`config.mk`:
```
export PLATFORM = sky130hd
export DESIGN_NAME = gerar_sequencia
export DESIGN_NICKNAME = d
export VERILOG_FILES = /design/src/rtl/gerar_sequencia.sv
export SDC_FILE = /design/constraint.sdc
export NUM_CORES = 1
export LEC_CHECK = 0
export ABC_AREA = 1
export ABC_CLOCK_PERIOD_IN_PS = 4300
export BUFFER_PORTS_ARGS = -buffer_cell sky130_fd_sc_hd__buf_4
export CORE_ASPECT_RATIO = 0.75
export CORE_UTILIZATION = 61
export DETAILED_ROUTE_END_ITERATION = 10
export HOLD_SLACK_MARGIN = 0.03
export PLACE_DENSITY = 0.82
export SKIP_CTS_REPAIR_TIMING = 1
export SLEW_MARGIN = 30
export SYNTH_ARGS = -nofsm -noshare
export SYNTH_HDL_FRONTEND = slang
export SYNTH_SLANG_ARGS = --single-unit
```
`constraint.sdc`:
```
create_clock -name clk -period 4.3 [get_ports clk]
set_input_delay 0.215 -clock clk [delete_from_list [all_inputs] [get_ports clk]]
set_output_delay 0.215 -clock clk [all_outputs]
set_load 0.005 [all_outputs]
```
`src/rtl/gerar_sequencia.sv`:
```
// Memory-game sequence generator: draws two 4-bit sequences from a free-running
// LFSR, plays them back bit by bit on two LEDs, then holds them with pronto high.
//
// state  | meaning
// -------+-----------------------------------------------------------
// OCIOSO | idle, waiting for iniciar; last sequences held
// EXIBIR | playback, one bit position per TEMPO_BIT cycles, LSB first
// PRONTO | playback done, sequences valid; limpar or iniciar leaves
module gerar_sequencia #(
  parameter int          TEMPO_BIT = 4,
  parameter logic [7:0]  SEMENTE   = 8'hA5
) (
  input  logic       clk,
  input  logic       rst_n,
  input  logic       iniciar,
  input  logic       limpar,
  output logic [3:0] sequencia_0,
  output logic [3:0] sequencia_1,
  output logic [1:0] led,
  output logic [1:0] indice,
  output logic       exibindo,
  output logic       pronto
);

  // An all-zero LFSR would lock up, so a zero seed is forced to 1.
  localparam logic [7:0]  SEED  = (SEMENTE == 8'h00) ? 8'h01 : SEMENTE;
  localparam logic [15:0] CARGA = 16'(TEMPO_BIT - 1);

  typedef enum logic [1:0] {
    OCIOSO = 2'd0,
    EXIBIR = 2'd1,
    PRONTO = 2'd2
  } estado_t;

  estado_t     estado, prox;
  logic [7:0]  q;
  logic [15:0] cont;
  logic [1:0]  idx;
  logic        captura;
  logic        fim_bit;

  always_ff @(posedge clk or negedge rst_n) begin
    if (!rst_n) q <= SEED;
    else        q <= {q[6:0], q[7] ^ q[5] ^ q[4] ^ q[3]};
  end

  // Down-counter per bit position; terminal count marks the last cycle.
  assign fim_bit = (cont == 16'd0);

  always_ff @(posedge clk or negedge rst_n) begin
    if (!rst_n) estado <= OCIOSO;
    else        estado <= prox;
  end

  always_comb begin
    prox    = estado;
    captura = 1'b0;
    case (estado)
      OCIOSO: begin
        if (iniciar) begin
          captura = 1'b1;
          prox    = EXIBIR;
        end
      end
      EXIBIR: begin
        if (fim_bit && idx == 2'd3) prox = PRONTO;
      end
      PRONTO: begin
        if (limpar) begin
          prox = OCIOSO;
        end else if (iniciar) begin
          captura = 1'b1;
          prox    = EXIBIR;
        end
      end
      default: prox = OCIOSO;
    endcase
  end

  always_ff @(posedge clk or negedge rst_n) begin
    if (!rst_n) begin
      sequencia_0 <= 4'd0;
      sequencia_1 <= 4'd0;
      idx         <= 2'd0;
      cont        <= 16'd0;
    end else if (captura) begin
      sequencia_0 <= q[3:0];
      sequencia_1 <= q[7:4];
      idx         <= 2'd0;
      cont        <= CARGA;
    end else if (estado == EXIBIR) begin
      if (fim_bit) begin
        cont <= CARGA;
        // Wraps 3 -> 0 exactly on the move to PRONTO.
        idx  <= idx + 2'd1;
      end else begin
        cont <= cont - 16'd1;
      end
    end
  end

  assign exibindo = (estado == EXIBIR);
  assign pronto   = (estado == PRONTO);
  assign indice   = idx;
  assign led      = exibindo ? {sequencia_1[idx], sequencia_0[idx]} : 2'b00;

endmodule
```
# --- Yosys cells after proc, flatten, opt, wreduce, memory -nomap -nowiden ---
# Index checks and enable logic that the tools add are counted.
totals:
  ff_bits: 36
  in_bits: 4
  output_inout_bits: 14
  elab_cells: 40
op_classes:
  addsub: 2
  n_lt_le_gt_ge: 1
  n_eq_ne: 4
  mux: 18
  n_bitwise: 3
  n_reduce_logical: 6
ops:
  columns: ["operator", "n"]
  rows:
  - ["$mux W16", 3]
  - ["$logic_not A16 Y1", 1]
  - ["$sub A16 B1 Y16 const B", 1]
  - ["$mux W2", 7]
  - ["$pmux W2 S3", 1]
  - ["$bmux W1 S2", 2]
  - ["$eq A2 B2 Y1 const B", 2]
  - ["$mux W1", 4]
  - ["$reduce_bool A2 Y1", 2]
  - ["$lt A2 B3 Y1 const B", 1]
  - ["$xor A1 B1 Y1", 3]
  - ["$add A2 B1 Y2 const B", 1]
  - ["$eq A2 B1 Y1 const B", 1]
  - ["$logic_not A2 Y1", 1]
  - ["$ne A2 B1 Y1 const B", 1]
  - ["$pmux W1 S2", 1]
  - ["$reduce_and A2 Y1", 1]
  - ["$logic_and A1 B1 Y1", 1]

# --- Depth between registers and ports, before layout ---
logic_depth:
  depth_word: 5
  ltp_mapped: 9
  ltp_nobuf: 9

# --- Least setup slack after synthesis ---
# Ideal clock, no wire load.
synth_timing:
  kind: "flip-flop to flip-flop"
  startpoint: "register cont[0]"
  endpoint: "register cont[3]"
  setup_time_ns: 0.119
  arrival_ns: 1.270
  required_ns: 4.181
  path_slack_ns: 2.911
  stages_incl_launch_ff: 9
  path_buffers: 1
  period_less_slack_ns: 1.389
  path_cell_list: "dfrtp_1 inv_1 ha_1 nand2_1 nor2_2 nand2_2 o21ai_2 buf_6 nor2_1"
synth_between:
  elab_chain_cells: 4
  word_cells_on_any_way: 5
  cone_classes: "add/sub: 1; mux: 3; reduce/logical: 1"
synth_rtl:
  columns: ["item", "line", "source"]
  rows:
  - ["start, declared", "37", "logic [15:0] cont;"]
  - ["start signal, assigned", "97", "cont <= cont - 16'd1;"]
  - ["$sub A16 B1 Y16 or $logic_not A16 Y1 (tied branches)", "97, 48", null]
  - ["$mux W16 (*)", "92", "if (fim_bit) begin"]
  - ["$mux W16 (*)", "91", "end else if (estado == EXIBIR) begin"]
  - ["$mux W16 (*)", "86", "end else if (captura) begin"]
# Every way passes the cells marked *; elsewhere a longest branch is shown, timed or not. The select of a mux whose other input is x is not followed.
# A chain may end at the register's enable or synchronous reset.

# --- Worst setup path after layout ---
# Ends and elaborated chain as after synthesis.

==> summary.md <==
| Metric | Value |
|---|---|
| Fin crit period | `1740 ps` |
| R2R Setup Slk | `2560 ps` |
| Switch Pwr | `436 uW` |
| Initial core utilization | `65.1%` |
| Root Buffer | `clkbuf_8` |
| Starting DRC count in detailed routing | `121` |
| Post-route antenna net violation count | `0` |
| Post-DP HPWL | `between 2000 and 2500 um` |
| Post-Syn Area per Cell | `roughly 8.4 um^2` |
| Post-route DRC violation count | `0` |
| Setup TNS | `0 ps` |
| Inserted Clock Buffers | `5` |
| P_leak | `1.02 nW` |
| Least-Margin Pin Slew | `515 ps` |
| Crit path launch type | `register` |
| N_diodes | `0` |
| Max-cap viol count | `0` |
| CP max FO | `12` |
| Commonest non-fill, non-tap cells in the layout | `55 x nand2_1, 39 x nor2_1, 32 x dfrtp_1` |
| Comb pwr share | `36.3%` |
| Worst-skew pair later-pin latency | `270 ps` |
| Vias per inst | `5.12` |
| Total number of vias | `1336` |
| Final nets | `231` |
| Unrepaired setup endpoints after global routing | `false` |
| # port buffers | `17` |
| Finish-stage setup viols | `0` |
| Largest net degree at the start of global routing | `37` |
| Final setup margin | `2560 ps` |
| Core region area | `2620 um^2` |
| Clock transition at the registers of the reported paths | `70 ps` |
| Synth warnings | `0` |
| Total power draw | `1.17 mW` |
| Synth top area cells | `dfrtp_1 47%, nand2_1 12%, nor2_1 8.6%` |
| Hold Vio Cnt, Final | `0` |
| Net Sw Frac | `between 30% and 40%` |
| Yosys top cell area share | `46.9%` |
| Drt first pass iters | `5` |
| Commonest non-fill, non-tap cell in the layout | `nand2_1` |
| Layout cells sized above 1 | `16.4%` |
| Ports | `18` |
| Layout Utilization | `74.7%` |
| Area growth, synth to finish | `14.8%` |
| Tot GR Track Use | `22.5%` |
| Final worst-path cycle share | `40.4%` |
| Clock network fraction of total power | `a little over a fifth` |
| Initial antenna violation count | `0` |
| Setup WS pre-CTS | `2620 ps` |
| Routed len/inst | `12.3 um` |
| Gp weighted congestion | `0.898` |
| Library cells used by synthesis | `22` |
| Power per cell area | `599 nW/um^2` |
| Global-route wire length before repair | `5010 um` |
| Mapped Nets | `209` |
| Die width | `63.1 um` |
| Power share of the sequential group | `42.5%` |
| Die area | `3020 um^2` |
| Clk buf depth | `2` |
| Post-route cell area | `about 2000 um^2` |
| Number of fill cells | `approximately 190` |
| Yosys reg bits | `36` |
| Slew Limit Fails | `0` |
| CP required | `4430 ps` |
| Hold WC Path Type | `in -> reg` |
| Rel. slew slack | `65.7%` |
| Fmax | `0.576 GHz` |
| H-tree depth | `2` |
| Total gr overflow | `0` |
| Dpl cell area | `roughly 1900 um^2` |
| # clock sinks | `36` |
| Synth Cell Area | `1710 um^2` |
| CP Class | `reg -> reg` |
| Site Rows | `16` |
| CP endpoint kind | `register` |
| Pint | `about 740 uW` |
| Overall routed net length | `3210 um` |
| CP Data Arrival Time | `1870 ps` |
| TritonCTS clock tree | `built` |
| Worst VDD drop | `about 0.33 mV` |
| Clock skew | `4.96 ps` |
| Status | `finished, final reports clean` |
| Synth area leader | `dfrtp_1` |
| Mapped Cells | `~200` |
| Die Height | `47.8 um` |
| Register area share after synthesis | `53.1%` |
| Vias in the first global route | `approximately 1100` |
-- power groups by stage --
stage               sequential (mW)  clock (mW)  combinational [mW]
CTS                           0.499       0.250               0.425
floorplan                     0.485           0               0.321
finish                        0.499       0.248               0.426
global route                  0.508       0.267               0.485
global placement              0.497           0               0.400
detailed placement            0.504           0               0.421
-- cell families (layout without fill, tap and decap cells) --
kind of cell / Yosys count / count (layout) / share of synthesized area [%]
adder cells (fa/ha/maj): 2 / 2 / 1.47
AO/OA/AOI/OAI: 17 / 17 / 5.72
flip-flops: 36 / 36 / 53.1
XOR/XNOR: 12 / 12 / 6.16
buffers and inverters: 25 / 47 / 6.38
AND/OR/NAND/NOR: 111 / 111 / 27.2
-- per-stage QoR --
stage	hold WS (ps)	std cells
3_3_place_gp	184	253
3_5_place_dp	192	253
2_1_floorplan	-80.6	203
6_report	132	261
5_1_grt	128	261
4_1_cts	-99.9	260
-- area by class of cell --
type	instances	area, um^2	area share [%]
clock buffer	7	96.3	4.92
inverter	22	82.6	4.21
multi-input combinational	142	692	35.3
sequential	36	906	46.2
tap	36	45.0	2.30
timing repair buffer	18	138	7.02
-- cell usage after synthesis (all sizes together) --
library cell and instances:
a21oi 4, buf 2, clkbuf 1, dfrtp 32
dfstp 4, ha 2, inv 22, nand2 59
nand3 5, nand3b 1, nand4 2, nor2 42
nor3 2, o211ai 2, o21ai 10, o41ai 1
xnor2 4, xor2 8
-- path summary, 6_finish.rpt --
path                          from        endpoint  cells past startpoint
max reg2reg                cont[0]         cont[3]                      7
min                         limpar       estado[1]                      2
min in group asynchronous    rst_n  sequencia_1[2]                      2
min reg2reg                   q[1]            q[2]                      0
max in group asynchronous    rst_n            q[0]                      2
max                        cont[0]         cont[3]                      7
-- metal layers --
| layer | up-vias | GRT usage (%) | wire length (um) |
|---|---|---|---|
| met5 | - | 0 | 0 |
| met2 | 43 | 34.0 | 1430 |
| li1 | 670 | - | - |
| met4 | 0 | 5.12 | 16 |
| met3 | 2 | 6.67 | 235 |
| met1 | 621 | 32.3 | 1530 |
-- state kept, by name (all words and copies together) (netlist names) --
| signal | cells |
|---|---|
| cont | 16 |
| q | 8 |
| sequencia_0 | 4 |
| sequencia_1 | 4 |
| estado | 2 |
| indice | 2 |
-- critical path, cell delays in order, from the launching register on --
cell,delay (ps)
dfrtp_1,370
inv_1,110
ha_1,180
nand2_1,100
nor2_2,200
nand2_2,100
o21ai_2,420
nor2_1,130
(Power assumes the default switching activity.)
